<file path="config.mk">
export PLATFORM = sky130hd
export DESIGN_NAME = dmem_responder_flat
export DESIGN_NICKNAME = d
export VERILOG_FILES = /design/src/rtl/dmem_responder_if.sv /design/src/rtl/dmem_responder.sv /design/src/flat_wrapper.sv
export SDC_FILE = /design/constraint.sdc
export NUM_CORES = 2
export LEC_CHECK = 0
export CAP_MARGIN = 5
export CORE_MARGIN = 8
export CORE_UTILIZATION = 60
export DETAILED_ROUTE_END_ITERATION = 6
export PLACE_DENSITY = 0.76
export RECOVER_POWER = 25
export SLEW_MARGIN = 10
export SYNTH_ARGS = -nofsm -noshare
export SYNTH_HDL_FRONTEND = slang
export SYNTH_SLANG_ARGS = --single-unit
export TNS_END_PERCENT = 50
</file>
<file path="constraint.sdc">
create_clock -name Clk -period 8.02 [get_ports Clk]
set_clock_uncertainty 0.1 [all_clocks]
set_input_delay 1.604 -clock Clk [delete_from_list [all_inputs] [get_ports Clk]]
set_output_delay 1.604 -clock Clk [all_outputs]
set_load 0.02 [all_outputs]
</file>
<file path="src/rtl/dmem_responder_if.sv">
// Request/response handshake bundle between the CPU MEM stage and the data-memory responder.
interface dmem_responder_if;
  logic        req_valid;
  logic        req_ready;
  logic        req_write;
  logic [15:0] req_addr;
  logic [15:0] req_wdata;
  logic        resp_valid;
  logic        resp_ready;
  logic [15:0] resp_rdata;
  logic        resp_err;

  // Responder side
  modport slave (
    input  req_valid, req_write, req_addr, req_wdata, resp_ready,
    output req_ready, resp_valid, resp_rdata, resp_err
  );

  // CPU side
  modport master (
    output req_valid, req_write, req_addr, req_wdata, resp_ready,
    input  req_ready, resp_valid, resp_rdata, resp_err
  );
endinterface

</file>
<file path="src/rtl/dmem_responder.sv">
// Data-memory responder: one outstanding access, programmable wait states,
// out-of-range flagging and saturating load/store counters.
module dmem_responder #(
  parameter int unsigned ADDR_W      = 8,
  parameter int unsigned WAIT_CYCLES = 2
) (
  input  logic            Clk,
  input  logic            Rst,
  dmem_responder_if.slave bus,
  output logic            busy,
  output logic [15:0]     rd_count,
  output logic [15:0]     wr_count
);

  localparam int unsigned Depth    = 2 ** ADDR_W;
  localparam logic [3:0]  WaitInit = (WAIT_CYCLES > 0) ? 4'(WAIT_CYCLES - 1) : 4'd0;

  typedef enum logic [1:0] {StIdle, StWait, StResp} state_e;

  state_e      state_q, state_d;
  logic [3:0]  wait_cnt_q, wait_cnt_d;
  logic        write_q, write_d;
  logic [15:0] addr_q, addr_d;
  logic [15:0] wdata_q, wdata_d;
  logic        valid_q, valid_d;
  logic        err_q, err_d;
  logic [15:0] rdata_q, rdata_d;
  logic [15:0] rd_count_q, rd_count_d;
  logic [15:0] wr_count_q, wr_count_d;

  logic [15:0] mem_q [Depth];
  logic        mem_we;

  logic        req_fire, resp_fire, enter_resp;
  logic        acc_write, acc_oor;
  logic [15:0] acc_addr, acc_wdata;
  logic [ADDR_W-1:0] mem_idx;

  // With zero wait states RESP is entered on the acceptance edge itself, so the
  // access must use the live request rather than the latched copy.
  always_comb begin
    req_fire   = bus.req_valid && (state_q == StIdle);
    resp_fire  = valid_q && bus.resp_ready && (state_q == StResp);
    acc_write  = (state_q == StIdle) ? bus.req_write : write_q;
    acc_addr   = (state_q == StIdle) ? bus.req_addr  : addr_q;
    acc_wdata  = (state_q == StIdle) ? bus.req_wdata : wdata_q;
    acc_oor    = 32'(acc_addr) >= Depth;
    mem_idx    = acc_addr[ADDR_W-1:0];
    enter_resp = (state_d == StResp) && (state_q != StResp);
  end

  // State register
  always_ff @(posedge Clk or negedge Rst) begin
    if (!Rst) state_q <= StIdle;
    else      state_q <= state_d;
  end

  // Next-state logic
  always_comb begin
    state_d = state_q;
    unique case (state_q)
      StIdle:  if (bus.req_valid) state_d = (WAIT_CYCLES > 0) ? StWait : StResp;
      StWait:  if (wait_cnt_q == 4'd0) state_d = StResp;
      StResp:  if (bus.resp_ready) state_d = StIdle;
      default: state_d = StIdle;
    endcase
  end

  // FSM outputs
  always_comb begin
    bus.req_ready  = (state_q == StIdle);
    busy           = (state_q != StIdle);
    bus.resp_valid = valid_q;
    bus.resp_err   = err_q;
    bus.resp_rdata = rdata_q;
    rd_count       = rd_count_q;
    wr_count       = wr_count_q;
  end

  // Datapath next-state: request latch, wait counter, response and counters
  always_comb begin
    wait_cnt_d = wait_cnt_q;
    write_d    = write_q;
    addr_d     = addr_q;
    wdata_d    = wdata_q;
    valid_d    = valid_q;
    err_d      = err_q;
    rdata_d    = rdata_q;
    rd_count_d = rd_count_q;
    wr_count_d = wr_count_q;
    mem_we     = 1'b0;

    if (req_fire) begin
      write_d    = bus.req_write;
      addr_d     = bus.req_addr;
      wdata_d    = bus.req_wdata;
      wait_cnt_d = WaitInit;
    end else if (state_q == StWait && wait_cnt_q != 4'd0) begin
      wait_cnt_d = wait_cnt_q - 4'd1;
    end

    if (enter_resp) begin
      valid_d = 1'b1;
      err_d   = acc_oor;
      rdata_d = '0;
      if (!acc_oor) begin
        if (acc_write) mem_we  = 1'b1;
        else           rdata_d = mem_q[mem_idx];
      end
    end else if (resp_fire) begin
      valid_d = 1'b0;
      err_d   = 1'b0;
      rdata_d = '0;
      if (!err_q) begin
        if (write_q) wr_count_d = (wr_count_q == 16'hFFFF) ? wr_count_q : wr_count_q + 16'd1;
        else         rd_count_d = (rd_count_q == 16'hFFFF) ? rd_count_q : rd_count_q + 16'd1;
      end
    end
  end

  // Datapath registers
  always_ff @(posedge Clk or negedge Rst) begin
    if (!Rst) begin
      wait_cnt_q <= '0;
      write_q    <= 1'b0;
      addr_q     <= '0;
      wdata_q    <= '0;
      valid_q    <= 1'b0;
      err_q      <= 1'b0;
      rdata_q    <= '0;
      rd_count_q <= '0;
      wr_count_q <= '0;
    end else begin
      wait_cnt_q <= wait_cnt_d;
      write_q    <= write_d;
      addr_q     <= addr_d;
      wdata_q    <= wdata_d;
      valid_q    <= valid_d;
      err_q      <= err_d;
      rdata_q    <= rdata_d;
      rd_count_q <= rd_count_d;
      wr_count_q <= wr_count_d;
    end
  end

  // Word array, not reset; stores commit on RESP entry
  always_ff @(posedge Clk) begin
    if (mem_we) mem_q[mem_idx] <= acc_wdata;
  end

endmodule
</file>
<file path="src/flat_wrapper.sv">
// flat-port wrapper written by rule: the top's interface ports become plain ports
module dmem_responder_flat 
#(
  parameter int unsigned ADDR_W      = 8,
  parameter int unsigned WAIT_CYCLES = 2
)
  (Clk, Rst, busy, rd_count, wr_count, bus_req_valid, bus_req_write, bus_req_addr, bus_req_wdata, bus_resp_ready, bus_req_ready, bus_resp_valid, bus_resp_rdata, bus_resp_err);
  dmem_responder_if bus_i ();
  input  logic Clk;
  input  logic Rst;
  output logic busy;
  output logic [15:0] rd_count;
  output logic [15:0] wr_count;
  input wire logic [$bits(bus_i.req_valid)-1:0] bus_req_valid;
  input wire logic [$bits(bus_i.req_write)-1:0] bus_req_write;
  input wire logic [$bits(bus_i.req_addr)-1:0] bus_req_addr;
  input wire logic [$bits(bus_i.req_wdata)-1:0] bus_req_wdata;
  input wire logic [$bits(bus_i.resp_ready)-1:0] bus_resp_ready;
  output wire logic [$bits(bus_i.req_ready)-1:0] bus_req_ready;
  output wire logic [$bits(bus_i.resp_valid)-1:0] bus_resp_valid;
  output wire logic [$bits(bus_i.resp_rdata)-1:0] bus_resp_rdata;
  output wire logic [$bits(bus_i.resp_err)-1:0] bus_resp_err;
  assign bus_i.req_valid = bus_req_valid;
  assign bus_i.req_write = bus_req_write;
  assign bus_i.req_addr = bus_req_addr;
  assign bus_i.req_wdata = bus_req_wdata;
  assign bus_i.resp_ready = bus_resp_ready;
  assign bus_req_ready = bus_i.req_ready;
  assign bus_resp_valid = bus_i.resp_valid;
  assign bus_resp_rdata = bus_i.resp_rdata;
  assign bus_resp_err = bus_i.resp_err;
  dmem_responder #(.ADDR_W(ADDR_W), .WAIT_CYCLES(WAIT_CYCLES)) u_core (.Clk(Clk), .Rst(Rst), .bus(bus_i), .busy(busy), .rd_count(rd_count), .wr_count(wr_count));
endmodule
</file>
==> results.txt <==
status: complete, but fails checks
failing checks: design-rule violations, max-capacitance violations, max-slew violations
Sequential Power Share: 0.422
clock-pin transition on the worst setup and hold timing paths: 70 ps
Post-Route WL: 442000 um
die height: 519 um
final worst path period need: 7260 ps
I/O Buffers: 88
final hold violation count: 0
antenna violations before repair: 29
sequential area share after synthesis: 0.824
max-slew violations: 2221
Post-synth EDFFs: 4096
Slowest-stage cell, CP: clkbuf_1
Synth area leader: edfxtp_1
crit-path leading delay family: buffers and inverters
sw frac: 0.358
synth top area cells: edfxtp_1 (81%), o22ai_1 (8.4%), o21ai_0 (3.3%)
most common cell after layout, fill and taps aside: edfxtp_1
Clk pwr share: 0.266
Total GRT Usage: 0.315
period utilization: 0.905
H-tree depth: 5
final hold slack: 388 ps
fin nets: 9275
P&R area growth vs syn: 13.1%
initial DRC count: 17600
Post-Syn Nets: 8896
cell repeated most along the worst path: o21ai_0
Logic pwr share: 0.312
total power: 70.0 mW
Max VDD drop: 0.425 mV
WS Path Type: reg2reg
setup_tns: 0 ps
row count: 184
Bufs on Longest Clock Path: 4
NetSw: 25.1 mW
core area: 0.252 mm^2
vias per cell: 7.36
Congestion Overflow GR: 0
Final setup viols: 0
Initial Util: 0.604
non-filler cells, final: 12900
first-pass GRT wire length: 624000 um
Setup Fix Bufs, Post-CTS: 0
hold_buf cts: 0
max incr delay on CP: 1590 ps
largest net degree at the start of global routing: 193
Reg2Reg Setup Slack: 760 ps
predominant post-synthesis flop cell: edfxtp_1
Max FO, Critical Path: 95
IO Pins: 89
Yosys cell types: 52
vias in the first global route: 90400
max cap viols: 31
wire per inst: 34.2 um
drt pass-1 iters: 7
most frequent cells in the layout: edfxtp_1 (4096), o22ai_1 (2050), o21ai_0 (991)
required time of the critical path: 8740 ps
Synth Instances: 8856
crit path cell chain: or2_0 > inv_2 > clkbuf_1 > nand3b_1 > nand2_4 > buf_12 > o21ai_0 > a41oi_1 > nor4_1 > buf_4 > o21ai_0 > o21ai_1
pwr/cell area: 407 mW/mm^2
clk root buf: clkbuf_16
Post-synth ARST share: 0.0213
top cell type's share of synthesized area: 0.809
Mapped Area: 0.152 mm^2
Achievable Freq: 138 MHz
Routed Antenna Nets: 0
Fillers: 15000
post-cts resize count: 0
CTS tree: built
worst hold path class: reg2reg
layout cells sized above 1: 0.124
FF+latch count, synth: 4185
Final Instance Area: 0.172 mm^2
RSZ-0062 raised after global routing: no
Crit. End Element: flop
die area: 0.270 mm^2
drt drc: 2
Vias: 95000
Die W: 519 um
CTS Sinks: 4185
Lkg Pwr: 52.5 nW
worst path bufs/invs: 4
Cell Int Power: 44.9 mW
Avg Inst Size Synth: 17.2 um^2
insertion delay to the later sink of the worst-skew pair: 990 ps
Slew @ Worst Pin: 4830 ps
startpoint types: flop
Num CTS Buffers: 404
HPWL Detailed: 247000 um
Placer Congestion: 0.914
Data arrival, critical path: 7980 ps
Inst Count DP: 12200
yosys warns: 0
relative slew slack: -2.22
dpl cell area: 0.159 mm^2
flip-flops by register name, indices dropped and copies added (netlist names), 2 cells and up:
signal and cells:
u_core.mem_q 4096, u_core.addr_q 16, u_core.wdata_q 16, u_core.rd_count 16
u_core.state_q 2, u_core.wr_count 16, u_core.bus.resp_rdata 16, u_core.wait_cnt_q 4
power groups by stage:
| stage | sequential (mW) | combinational, mW | clock (mW) |
|---|---|---|---|
| finish | 29.5 | 21.8 | 18.6 |
| global route | 29.5 | 22.4 | 19.4 |
| CTS | 29.0 | 21.2 | 18.6 |
| detailed placement | 29.5 | 21.0 | 0 |
| global placement | 29.5 | 20.3 | 0 |
| floorplan | 30.9 | 11.1 | 0 |
cells by family after synthesis:
| family | Yosys count | synth area share |
|---|---|---|
| mux | 35 | 0.00258 |
| buf+inv | 666 | 0.0194 |
| xor+xnor | 33 | 0.00190 |
| flops | 4185 | 0.824 |
| simple gates | 507 | 0.0142 |
| compound gates | 3427 | 0.138 |
| fa+ha+maj | 3 | 0.000247 |
per-layer routing:
layer / global-route usage / vias up / share of wire
li1: - / 37800 / -
met4: 0.196 / 24 / 0.075
met5: 0 / - / 0.00037
met2: 0.470 / 8793 / 0.45
met1: 0.411 / 46700 / 0.33
met3: 0.0907 / 1673 / 0.15
through the flow:
step	utilization	worst slack, ps
5_1_grt	0.683	846
6_report	0.683	759
3_3_place_gp	0.633	634
4_1_cts	0.684	1750
3_5_place_dp	0.633	850
2_1_floorplan	-	1990
cell usage after synthesis (all sizes together) (4+ instances only):
library cell  instances
a31oi                 7
dfrtp                89
nor4                 13
nand3                27
a41oi               241
inv                  16
nand2               112
o31ai                 4
o41ai                45
mux2                 34
and2                  4
o21ai              1056
nand3b                5
nor3                  7
clkbuf              322
edfxtp             4096
o22ai              2050
a21oi                 4
xor2                 13
a31o                  4
buf                 328
o21a                  4
xnor2                20
nand2b                9
nor2                281
nand4                33
area by class of cell:
type                    count  area (um^2)  area share
inverters                  16         60.1    0.000349
flip-flops and latches   4185       125000       0.728
diodes                     19         47.5    0.000277
clock inverters           237         2300      0.0134
repair buffers            623         5470      0.0318
multi-input cells        4005        24100       0.140
well taps                3348         4190      0.0244
clock buffers             484        10500      0.0612
final timing paths:
path,from,to,cells after the start
max in group asynchronous,Rst,u_core.bus.resp_rdata[5],2
max reg2reg,u_core.state_q[1],u_core.bus.resp_rdata[12],12
min,u_core.rd_count[15],u_core.rd_count[15],1
min in group asynchronous,Rst,u_core.addr_q[15],1
min reg2reg,u_core.rd_count[15],u_core.rd_count[15],1
max,u_core.state_q[1],u_core.bus.resp_rdata[12],12
(Power assumes the default switching activity.)
